[src/rtl/vga_timing_pkg.sv]
// Shared constants and types for the VGA timing generator.
// Defaults describe 640x480@60 with a 25.175 MHz pixel clock.
package vga_timing_pkg;

  localparam int DEF_ACTIVE_COLS = 640;
  localparam int DEF_H_FRONT     = 16;
  localparam int DEF_H_SYNC      = 96;
  localparam int DEF_H_BACK      = 48;
  localparam int DEF_ACTIVE_ROWS = 480;
  localparam int DEF_V_FRONT     = 10;
  localparam int DEF_V_SYNC      = 2;
  localparam int DEF_V_BACK      = 33;
  localparam int DEF_FRAME_CNT_W = 8;

  localparam int DEF_TOTAL_COLS =
    DEF_ACTIVE_COLS + DEF_H_FRONT + DEF_H_SYNC + DEF_H_BACK;
  localparam int DEF_TOTAL_ROWS =
    DEF_ACTIVE_ROWS + DEF_V_FRONT + DEF_V_SYNC + DEF_V_BACK;

  localparam int COL_W = $clog2(DEF_TOTAL_COLS) + 1;
  localparam int ROW_W = $clog2(DEF_TOTAL_ROWS) + 1;

  typedef enum logic {
    SYNC_ACTIVE_LOW  = 1'b0,
    SYNC_ACTIVE_HIGH = 1'b1
  } sync_pol_e;

  // Level to drive on a sync pin given its polarity and window state.
  function automatic logic sync_drive(input sync_pol_e pol,
                                      input logic      in_win);
    return in_win ? logic'(pol) : ~logic'(pol);
  endfunction

endpackage

[src/rtl/vga_axis_counter.sv]
// One scan axis: position counter plus active and sync window decode.
// Used once for columns and once for rows.
module vga_axis_counter
  import vga_timing_pkg::*;
#(
  parameter int ACTIVE   = DEF_ACTIVE_COLS,
  parameter int FRONT    = DEF_H_FRONT,
  parameter int SYNC     = DEF_H_SYNC,
  parameter int BACK     = DEF_H_BACK,
  parameter int SYNC_POL = 0,
  parameter int W        = $clog2(ACTIVE + FRONT + SYNC + BACK) + 1
) (
  input  logic         i_clk,
  input  logic         i_rst,
  input  logic         i_en,
  output logic [W-1:0] o_pos,
  output logic         o_wrap,
  output logic         o_in_active,
  output logic         o_sync
);

  localparam int TOTAL      = ACTIVE + FRONT + SYNC + BACK;
  localparam int SYNC_START = ACTIVE + FRONT;
  localparam int SYNC_END   = ACTIVE + FRONT + SYNC - 1;

  localparam sync_pol_e POL =
    (SYNC_POL == 1) ? SYNC_ACTIVE_HIGH : SYNC_ACTIVE_LOW;

  logic [W-1:0] r_pos;
  logic         w_in_sync;

  // Position counter, wraps at the end of the axis.
  always_ff @(posedge i_clk or posedge i_rst) begin
    if (i_rst) begin
      r_pos <= '0;
    end else if (i_en) begin
      r_pos <= o_wrap ? '0 : r_pos + W'(1);
    end
  end

  // Window decode from the current position.
  always_comb begin
    o_wrap      = (r_pos == W'(TOTAL - 1));
    o_in_active = (r_pos < W'(ACTIVE));
    w_in_sync   = (r_pos >= W'(SYNC_START)) &&
                  (r_pos <= W'(SYNC_END));
    o_sync      = sync_drive(POL, w_in_sync);
  end

  assign o_pos = r_pos;

endmodule

[src/rtl/vga_timing_gen.sv]
// VGA scan timing: registered row/col, syncs, display enable, strobes.
// Optional frame counter output enabled by VGA_TIMING_FRAME_CNT_EN.
module vga_timing_gen
  import vga_timing_pkg::*;
#(
  parameter int ACTIVE_COLS = DEF_ACTIVE_COLS,
  parameter int H_FRONT     = DEF_H_FRONT,
  parameter int H_SYNC      = DEF_H_SYNC,
  parameter int H_BACK      = DEF_H_BACK,
  parameter int ACTIVE_ROWS = DEF_ACTIVE_ROWS,
  parameter int V_FRONT     = DEF_V_FRONT,
  parameter int V_SYNC      = DEF_V_SYNC,
  parameter int V_BACK      = DEF_V_BACK,
  parameter int SYNC_POL    = 0,
  parameter int FRAME_CNT_W = DEF_FRAME_CNT_W
) (
  input  logic clk,
  input  logic rst,
  input  logic ce,
  output logic [$clog2(ACTIVE_ROWS+V_FRONT+V_SYNC+V_BACK):0] row,
  output logic [$clog2(ACTIVE_COLS+H_FRONT+H_SYNC+H_BACK):0] col,
  output logic hsync,
  output logic vsync,
  output logic de,
  output logic line_start,
`ifdef VGA_TIMING_FRAME_CNT_EN
  output logic frame_start,
  output logic [FRAME_CNT_W-1:0] frame_cnt
`else
  output logic frame_start
`endif
);

  localparam int TOTAL_COLS = ACTIVE_COLS + H_FRONT + H_SYNC + H_BACK;
  localparam int TOTAL_ROWS = ACTIVE_ROWS + V_FRONT + V_SYNC + V_BACK;
  localparam int CW = $clog2(TOTAL_COLS) + 1;
  localparam int RW = $clog2(TOTAL_ROWS) + 1;

  localparam sync_pol_e POL =
    (SYNC_POL == 1) ? SYNC_ACTIVE_HIGH : SYNC_ACTIVE_LOW;
  localparam logic SYNC_IDLE = sync_drive(POL, 1'b0);

  // Reject degenerate timings and bad polarity at elaboration.
  if (ACTIVE_COLS < 1 || H_FRONT < 1 || H_SYNC < 1 || H_BACK < 1 ||
      ACTIVE_ROWS < 1 || V_FRONT < 1 || V_SYNC < 1 || V_BACK < 1 ||
      FRAME_CNT_W < 1) begin : g_bad_timing
    $fatal(1, "vga_timing_gen: timing parameters must be >= 1");
  end
  if (SYNC_POL != int'(SYNC_ACTIVE_LOW) &&
      SYNC_POL != int'(SYNC_ACTIVE_HIGH)) begin : g_bad_pol
    $fatal(1, "vga_timing_gen: SYNC_POL must be 0 or 1");
  end

  logic [CW-1:0] w_hpos;
  logic [RW-1:0] w_vpos;
  logic          w_h_wrap;
  logic          w_unused_v_wrap;
  logic          w_h_act;
  logic          w_v_act;
  logic          w_h_sync;
  logic          w_v_sync;
  logic          w_v_en;
  logic          w_line_first;
  logic          w_frame_first;

  // Rows advance only when the column counter rolls over.
  assign w_v_en = ce & w_h_wrap;

  vga_axis_counter #(
    .ACTIVE   (ACTIVE_COLS),
    .FRONT    (H_FRONT),
    .SYNC     (H_SYNC),
    .BACK     (H_BACK),
    .SYNC_POL (SYNC_POL),
    .W        (CW)
  ) u_h (
    .i_clk       (clk),
    .i_rst       (rst),
    .i_en        (ce),
    .o_pos       (w_hpos),
    .o_wrap      (w_h_wrap),
    .o_in_active (w_h_act),
    .o_sync      (w_h_sync)
  );

  vga_axis_counter #(
    .ACTIVE   (ACTIVE_ROWS),
    .FRONT    (V_FRONT),
    .SYNC     (V_SYNC),
    .BACK     (V_BACK),
    .SYNC_POL (SYNC_POL),
    .W        (RW)
  ) u_v (
    .i_clk       (clk),
    .i_rst       (rst),
    .i_en        (w_v_en),
    .o_pos       (w_vpos),
    .o_wrap      (w_unused_v_wrap),
    .o_in_active (w_v_act),
    .o_sync      (w_v_sync)
  );

  // Strobe decode of the counter position about to be presented.
  always_comb begin
    w_line_first  = (w_hpos == '0);
    w_frame_first = w_line_first && (w_vpos == '0);
  end

  // Output stage: all outputs load together so they stay aligned.
  always_ff @(posedge clk or posedge rst) begin
    if (rst) begin
      row         <= '0;
      col         <= '0;
      de          <= 1'b0;
      hsync       <= SYNC_IDLE;
      vsync       <= SYNC_IDLE;
      line_start  <= 1'b0;
      frame_start <= 1'b0;
    end else if (ce) begin
      row         <= w_vpos;
      col         <= w_hpos;
      de          <= w_h_act & w_v_act;
      hsync       <= w_h_sync;
      vsync       <= w_v_sync;
      line_start  <= w_line_first;
      frame_start <= w_frame_first;
    end
  end

`ifdef VGA_TIMING_FRAME_CNT_EN
  logic [FRAME_CNT_W-1:0] r_frame_cnt;

  // Frame count ticks together with the frame_start load.
  always_ff @(posedge clk or posedge rst) begin
    if (rst) begin
      r_frame_cnt <= '0;
    end else if (ce && w_frame_first) begin
      r_frame_cnt <= r_frame_cnt + FRAME_CNT_W'(1);
    end
  end

  assign frame_cnt = r_frame_cnt;
`endif

endmodule

[config.mk]
export PLATFORM = sky130hd
export DESIGN_NAME = vga_timing_gen
export DESIGN_NICKNAME = d
export VERILOG_FILES = /design/src/rtl/vga_timing_pkg.sv /design/src/rtl/vga_axis_counter.sv /design/src/rtl/vga_timing_gen.sv
export SDC_FILE = /design/constraint.sdc
export NUM_CORES = 1
export LEC_CHECK = 0
export BUFFER_PORTS_ARGS = -buffer_cell sky130_fd_sc_hd__clkbuf_2
export CORE_MARGIN = 5
export CORE_UTILIZATION = 55
export DETAILED_ROUTE_END_ITERATION = 16
export PLACE_DENSITY = 0.74
export SLEW_MARGIN = 20
export SYNTH_ARGS = -nofsm -noshare
export SYNTH_HDL_FRONTEND = slang
export SYNTH_SLANG_ARGS = --single-unit
[constraint.sdc]
create_clock -name clk -period 3.6 [get_ports clk]
set_input_delay 0.9 -clock clk [delete_from_list [all_inputs] [get_ports clk]]
set_output_delay 0.9 -clock clk [all_outputs]
set_load 0.005 [all_outputs]
==> results.toml, run 1 <==
[floorplan]
die_x_um = 73.3
start_util_pct = 55.9
io_pins = 30
core_um2 = 3940
rows = 23
die_area_um2 = 5370
die_h_um = 73.3

[power_and_ir_drop]
powerDensity_nw_per_um2 = 475
leakage_nw = 1.22
power.total_mw = 1.19
worst_ir_drop_vdd_uv = 317

[cells_and_area]
n_fill_cell = 323
antennaDiodeCount = 0
drive_gt1_share_pct = 29.3
final_util_pct = 63.4
finalInstanceArea_um2 = 2500
final_cell_mix = "dfrtp_1, clkbuf_2, mux2_2, nand3_1, nor2_1"
final_nets = 231
syn2layout_area_growth_pct = 13.5
layout.cells.most_common = "dfrtp_1"
instances_no_fill = 275

[sta]
min_period_over_period_pct = 61.3
fin_skew_ps = 9.25
finalSetupTns_ps = 0
relSlewSlack_pct = 46.3
timing.final.max_slew_violations = 0
tightest_slew_ps = 805
rsz0062_at_grt = "false"
hold_viol_final = 0
fmax_ghz = 0.453
setup_viol = 0
period_needed_ps = 2210

[setup_path]
cp_max_fo = 9
critPathLaunchType = "flop"
startpoint = "u_h.o_pos[0]"
crit_required_ps = 3850
arrival_ps = 2460
reg2reg_from = "u_h.o_pos[0]"
reg2reg_setup_slack_ps = 1390
rr_worst_depth = 5
worst-setup-path-type = "reg2reg"
critPathCapture = "u_v.o_pos[4]"
crit_path_end_kind = "flop"
reg2reg_to = "u_v.o_pos[4]"

[route]
postRouteAntennaNets = 0
wl_per_cell_um = 14.7
drtIter0Drc = 114
via_per_inst = 5.57
dr.pass1.iters = 4
vias = 1533
drc = 0
routed_wl_um = 4050

[placement]
post_dp_cell_area_um2 = 2400
dp_hpwl_um = 2740
port_buffers = 29
gp_congestion = 0.831
post-place-cells = 267

[synth]
synth_fp_nets = 200
ys_seq_area_share_pct = 55.8
syn_avg_cell_area_um2 = 11.4
synthesis.instances = 193
ys_types = 37
synth_seq_cells = 49
netlist_area_um2 = 2200
synth_warnings = 0

[grt]
antenna_found_initial = 0
grt_pass1_vias = 1500
grt_use_total_pct = 17.2
grt_max_degree = 50
grt_pass1_wl_um = 7180
grt_overflow = 0

[clock_tree]
cts-htree-levels = 2
cts.clk_slew.worst_paths_ps = 90
cts_max_path_buffers = 2
cts_tree = "done"
hold_buffers = 0
cts_buffers = 5
clkSinkCount = 49
ctsResizeCount = 0
cts_root_buf = "clkbuf_8"
cts_setup_buffers = 0
clock_latency_ps = 300

[min_path]
min_path_type = "reg2reg"

[status]
status = "finished clean"

[run]
maxCapViolCount = 0
-- worst max-delay path, cell delays in order (launching register included) --
cell,delay [ps]
dfrtp_1,450
ha_1,250
nand3_1,140
or4_1,700
or4b_1,550
nand2_1,70
-- power by group --
| group | switching [mW] | internal (mW) |
|---|---|---|
| sequential | 0.0675 | 0.608 |
| combinational | 0.0827 | 0.0848 |
| clock | 0.172 | 0.174 |
-- final cells by class --
class	instances	area, um2	area share (%)
clock inverters	1	5.00	0.200
repair buffers	31	160	6.40
clock buffers	7	96.3	3.85
multi-input cells	127	910	36.4
well taps	50	62.6	2.50
inverters	10	38.8	1.55
flip-flops and latches	49	1230	49.1
-- per-layer routing --
metal  share of wire [%]  wire, um  track usage (%)
met1                  49      1990             25.4
met2                  44      1760             24.3
met4                 1.2        47             7.24
met3                 6.0       242             4.10
met5                   0         0                0
-- per-stage QoR --
stage	setup slack, ps	hold slack, ps
detailed placement	1150	489
CTS	1390	512
floorplan	1380	463
global route	1260	527
global placement	1170	484
finish	1390	508
-- logic make-up after synthesis --
logic type               count (synthesis)  share of synthesized area (%)
buffers and inverters                   17                           2.95
adder cells (fa/ha/maj)                  4                           2.27
AND/OR/NAND/NOR                         68                           17.1
flip-flops                              49                           55.8
XOR/XNOR                                14                           5.57
AO/OA/AOI/OAI                           20                           5.57
multiplexers                            21                           10.7
-- sequential cells by signal (all words and copies together), names as in the netlist --
name	count
col	11
hsync	1
de	1
row	11
u_v.o_pos	11
u_h.o_pos	11
vsync	1
line_start	1
frame_start	1
-- cells in the mapped netlist --
cell type  number  share of area (%)
nand2_4         1               0.51
o22ai_1         1               0.28
mux2_2         21                 11
or3_1           2               0.57
nor3_1          6                1.4
o41ai_1         1               0.40
nand4_1         5                1.4
nor2_1         12                2.0
clkbuf_1        3               0.51
nand2_1        10                1.7
buf_2           1               0.23
a2bb2oi_1       1               0.40
dfstp_2         2                2.4
nand3_1        12                2.7
nor4b_1         1               0.40
o21ai_0        10                2.3
nand2b_1        5                1.4
and2_1          1               0.28
dfrtp_1        47                 53
inv_1          10                1.7
nor4_2          1               0.57
or2_4           1               0.40
o211a_1         1               0.45
or4_1           1               0.34
buf_1           3               0.51
a21oi_1         3               0.68
o211ai_1        1               0.34
a31oi_1         1               0.28
nor4_1          4                1.1
o32a_1          1               0.45
and3_1          3               0.85
xnor2_1         8                3.2
and4b_1         1               0.45
or4b_1          1               0.45
nand4bb_1       1               0.51
xor2_1          6                2.4
ha_1            4                2.3
-- how the worst min path moves through the flow --
stage             startpoint       endpoint  slack [ps]  cells past startpoint
2_1_floorplan  u_h.o_pos[10]  u_h.o_pos[10]         460                      1
3_3_place_gp           vsync          vsync         480                      2
3_5_place_dp     frame_start    frame_start         490                      2
4_1_cts                vsync          vsync         510                      2
5_1_grt               col[2]         col[2]         530                      1
6_report       u_h.o_pos[10]  u_h.o_pos[10]         510                      1
Power figures use the tool's default switching activity.
==> inputs of run 2 (changes only) <==
Settings changed: CORE_UTILIZATION 55 to 51, PLACE_DENSITY 0.74 to 0.72.
Clock period 3.6 ns to 1.9 ns, I/O delays scaled along.
==> run 2 against run 1 <==
Effect of this change: the run now ends with setup timing left; clock power increased by 90%; sequential share of layout area is 4.0 points lower; via count up 8.2%; sequential power is 82% higher; power is 100% higher; global-route usage is 0.85 points higher; die area is 6.8% higher; worst setup slack worse by 1400 ps.
==> results.toml, run 2 (synthesis gave the netlist of run 1 again) <==
[cells_and_area]
syn2layout_area_growth_pct = 23.6
finalInstanceArea_um2 = 2720
antennaDiodeCount = 0
multi_input_area_um2 = 952
final_cell_mix = "dfrtp_1, clkbuf_2, buf_4, mux2_2, nor2_1"
final_util_pct = 63.8
n_fill_cell = 353
regArea_um2 = 1230
final_nets = 254
drive_gt1_share_pct = 37.5
layout.cells.most_common = "dfrtp_1"
instances_no_fill = 300

[setup_path]
worst-setup-path-type = "reg2reg"
cp_max_fo = 5
path_cells = "ha_4 > nand3_4 > or4_4 > or4b_1 > nand2_1"
crit_required_ps = 2150
critPathMaxStageDelay_ps = 570
arrival_ps = 2160
slowest_stage = "or4_4"
critical_path.top_delay_family = "simple AND/OR/NAND/NOR gates"
crit_buf_inv = 0
startpoint = "u_h.o_pos[0]"
crit_path_end_kind = "flop"
critPathLaunchType = "flop"
reg2reg_from = "u_h.o_pos[0]"

[power_and_ir_drop]
leakage_nw = 1.34
powerDensity_nw_per_um2 = 893
p_int_mw = 1.75
power_frac_clock_pct = 27.1
p_switching_uw = 679
worst_ir_drop_vdd_uv = 698
pwr-share-seq_pct = 50.8
comb_power_share_pct = 22.1
power.total_mw = 2.43
swShare_pct = 27.9

[clock_tree]
cts.clk_slew.worst_paths_ps = 90
cts_tree = "done"
cts-htree-levels = 2
cts_root_buf = "clkbuf_8"
clkSinkCount = 49
cts_buffers = 5
clock_latency_ps = 300
cts_max_path_buffers = 2

[sta]
setup_ws_ps = -14.2
rsz0062_at_grt = "true"
timing.final.max_slew_violations = 0
relSlewSlack_pct = 72.1
period_needed_ps = 1910
tightest_slew_ps = 417
hold_viol_final = 0
fmax_ghz = 0.522
setup_viol = 1
finalSetupTns_ps = -14.2
min_period_over_period_pct = 101
fin_skew_ps = 7.80
hold_ws_ps = 139

[grt]
grt_use_met3_pct = 3.56
grt_pass1_vias = 1627
top_usage_layer = "met2"
grt_use_total_pct = 18.1
grt_overflow = 0
grt_max_degree = 38
grt_pass1_wl_um = 7810
antenna_found_initial = 0
met1_usage_pct = 23.4
grtUsageMet2_pct = 29.0

[floorplan]
die_h_um = 75.7
core_um2 = 4260
die_x_um = 75.7
rows = 24
start_util_pct = 51.7
io_pins = 30
die_area_um2 = 5740

[placement]
gp_congestion = 0.828
pre_cts_slack_ps = 42.4
post_dp_cell_area_um2 = 2570
port_buffers = 29
dp_hpwl_um = 3230
post-place-cells = 288

[status]
failed_checks = "setup timing"
status = "complete, but fails checks"

[route]
postRouteAntennaNets = 0
routed_wl_um = 4650
dr.pass1.iters = 4
drc = 0
drtIter0Drc = 117
wl_per_cell_um = 15.5
via_per_inst = 5.53
vias = 1658

[run]
maxCapViolCount = 0

[min_path]
min_path_type = "in2async"
==> run 2: cell count changes in the layout (fill, tap and decap cells not counted), sizes merged <==
cell,change
inv,+1
buf,+22
or4,+1
clkinv,-1
==> run 2: final timing paths <==
| check | slack, ps | cells after the start | to |
|---|---|---|---|
| hold / removal | 140 | 2 | row[2] |
| setup / recovery | -10 | 5 | u_v.o_pos[4] |
| min in group clk | 510 | 1 | col[3] |
| max in group asynchronous | 1220 | 3 | hsync |
| hold reg to reg | 510 | 1 | col[3] |
| setup reg to reg | -10 | 5 | u_v.o_pos[4] |
==> run 2: what timing repair did <==
item / 4_1_cts / 5_1_grt
endpoints found under the setup margin: 0 / 1
setup buffers: 0 / 3
resized for setup: 0 / 3
hold buffers: 0 / 0
==> run 2: routing by layer <==
layer | vias up | share of wire, %
met2 | 33 | 50
met5 | - | 0
met4 | 0 | 2.1
li1 | 787 | -
met3 | 9 | 3.6
met1 | 829 | 44
==> run 2: final cells by class <==
type | count | share of cell area, %
clock buffer | 7 | 3.54
clock inverter | 1 | 0.184
inverter | 10 | 1.38
multi-input combinational | 128 | 35.0
sequential | 49 | 45.1
tap | 52 | 2.39
timing repair buffer | 53 | 12.4
==> run 2: power by group through the flow <==
| stage | clock [mW] | combinational [mW] | sequential [mW] |
|---|---|---|---|
| after floorplan | 0 | 0.218 | 1.28 |
| after global placement | 0 | 0.484 | 1.24 |
| after detailed placement | 0 | 0.496 | 1.24 |
| after CTS | 0.679 | 0.497 | 1.22 |
| after global routing | 0.730 | 0.598 | 1.25 |
| final | 0.659 | 0.538 | 1.23 |
==> run 2: worst reg2reg max path: cells and delay by family (launching register included) <==
family | cells | cell delay [ps]
flops | 1 | 420
simple gates | 4 | 1270
fa+ha+maj | 1 | 170
==> inputs of run 3 (changes only) <==
Settings changed: SYNTH_HIERARCHICAL set to 1.
==> run 3 against run 2 <==
Effect of this change: the run still ends with setup timing left; via count rose by 4.0%; sequential power rose by 3%; sequential cell count did not move; worst setup slack got worse by 130 ps; die area rose by 3.3%; combinational power rose by 38%; worst hold slack improved by 8.3 ps; utilization barely moved; wire length rose by 4.9%; critical path depth rose by 1; largest cell class unchanged.
==> results.toml, run 3 <==
[status]
status = "complete, but fails checks"
failed_checks = "setup timing"

[setup_path]
slowest_stage = "or4_4"
crit_path_end_kind = "flop"
critPathLaunchType = "flop"
worst-setup-path-type = "reg2reg"
path_cells = "or4_4 > nor4_1 > and2_1 > nand4_1 > or4_1 > a22oi_2"
critPathMaxStageDelay_ps = 540
crit_required_ps = 2130
crit_buf_inv = 0
arrival_ps = 2270
cp_max_fo = 3
critical_path.top_delay_family = "simple AND/OR/NAND/NOR gates"

[floorplan]
io_pins = 30
rows = 24
die_h_um = 77.0
die_area_um2 = 5920
start_util_pct = 52.5
die_x_um = 77.0
core_um2 = 4350

[clock_tree]
cts_tree = "done"
cts_max_path_buffers = 2
cts_buffers = 5
cts_root_buf = "clkbuf_8"
clkSinkCount = 49
hold_buffers = 0
cts-htree-levels = 2
clock_latency_ps = 300
cts.clk_slew.worst_paths_ps = 80

[sta]
relSlewSlack_pct = 70.8
rsz0062_at_grt = "true"
tightest_slew_ps = 438
setup_ws_ps = -140
fin_skew_ps = 6.51
period_needed_ps = 2040
setup_viol = 6
hold_ws_ps = 147
min_period_over_period_pct = 107
hold_viol_final = 0
fmax_ghz = 0.490
timing.final.max_slew_violations = 0

[grt]
antenna_found_initial = 0
top_usage_layer = "met2"
grt_max_degree = 20
grtUsageMet2_pct = 28.4
met1_usage_pct = 22.6
grt_use_met3_pct = 5.04
grt_pass1_wl_um = 8470
grt_overflow = 0
grt_use_total_pct = 17.9
grt_pass1_vias = 1729

[route]
vias = 1725
postRouteAntennaNets = 0
wl_per_cell_um = 16.2
dr.pass1.iters = 4
drc = 0
drtIter0Drc = 143
routed_wl_um = 4880
via_per_inst = 5.71

[cells_and_area]
antennaDiodeCount = 0
drive_gt1_share_pct = 40.8
layout.cells.most_common = "dfrtp_1"
final_nets = 255
final_cell_mix = "dfrtp_1, clkbuf_2, mux2_2, buf_4, inv_1"
syn2layout_area_growth_pct = 21.6

[placement]
dp_hpwl_um = 3540
port_buffers = 29
gp_congestion = 0.785
pre_cts_slack_ps = -256

[synth]
synth-xor-area-share_pct = 4.60
synth_top_area_share_pct = 51.4
muxShareOfSynthArea_pct = 12.3
synth_top_family_by_area = "simple AND/OR/NAND/NOR gates"
synthArstFlopShare_pct = 100
ys_seq_area_share_pct = 53.7
syn_avg_cell_area_um2 = 11.6
synth_fa_ha_area_share_pct = 1.64
synthTopCellsByCount = "dfrtp_1, mux2_2, inv_1"
synth-simple-area-share_pct = 18.0
synth_area_leaders = "dfrtp_1, mux2_2, xor2_1"
synthMostInstantiatedCell = "dfrtp_1"
netlist_area_um2 = 2290
synth_top_flop_cell = "dfrtp_1"
synth_top_cell_by_area = "dfrtp_1"
synth_warnings = 6
ys_types = 41
synth_compound_area_share_pct = 6.40
synth_fp_nets = 203
synth-edff-count = 0
synth_seq_cells = 49
synthesis.instances = 197

[power_and_ir_drop]
worst_ir_drop_vdd_uv = 876
leakage_nw = 1.32
powerDensity_nw_per_um2 = 963

[min_path]
min_path_type = "in2async"

[run]
maxCapViolCount = 0
run 3: cell count changes in the layout (fill, tap and decap cells not counted), moves of 3 or more:
| cell | change |
|---|---|
| nand3_1 | -3 |
| nor2_1 | -6 |
| mux2_2 | +3 |
| xor2_1 | +3 |
| inv_1 | +3 |
| nor4_1 | +3 |
| and3_1 | -3 |
| xnor2_1 | -5 |
| o21ai_0 | -4 |
run 3: metrics by stage:
stage	cells	instance area [um2]	util (%)	total power [mW]	TNS, ps
6_report	302	2780	63.9	2.68	-457
5_1_grt	302	2780	63.9	2.83	-1360
4_1_cts	302	2750	63.2	2.70	-306
3_5_place_dp	292	2620	60.1	2.03	-1150
3_3_place_gp	292	2620	60.1	2.01	-761
2_1_floorplan	197	2290	-	1.69	-1050
run 3: path summary, 6_finish.rpt:
check	start	end	slack [ps]	cells past startpoint
worst min register to register	row[9]	row[9]	510	1
max in group asynchronous	rst	hsync	1110	3
worst min-delay path	rst	row[9]	150	2
worst max register to register	u_h/o_pos[10]	u_v/o_pos[9]	-140	6
min in group clk	row[9]	row[9]	510	1
worst max-delay path	u_h/o_pos[10]	u_v/o_pos[9]	-140	6
run 3: cell type report:
class	instances	area, um2
multi-input combinational	130	1020
tap	52	65.1
timing repair buffer	51	314
sequential	49	1230
inverter	12	45.0
clock inverter	1	5.00
clock buffer	7	96.3
fill	329	1570
run 3: routing by layer:
layer	vias up	part of all wire [%]
li1	822	-
met1	853	42
met2	35	51
met3	15	3.4
met4	0	3.5
met5	-	0
run 3: worst reg2reg max path: stages (launching register included):
cell	delay, ps
dfrtp_1	380
or4_4	540
nor4_1	150
and2_1	210
nand4_1	110
or4_1	440
a22oi_2	130
run 3: logic make-up after synthesis:
logic type / count (synthesis)
DFF: 49
and+or+nand+nor: 68
muxes: 25
xor gates and xnor gates: 12
adders and majority gates: 3
AOI/OAI and AO/OA: 22
buffers and inverters: 18
run 3: what timing repair did:
action                     CTS  global route
resized for setup            5             6
setup buffers                3             0
pin swaps                    3             0
setup endpoints to repair    8             8
run 3: power by group:
part           total [mW]  switching, mW  internal (mW)
sequential           1.27         0.0824           1.19
combinational       0.743          0.384          0.359
clock               0.661          0.332          0.329
total                2.68          0.798           1.88
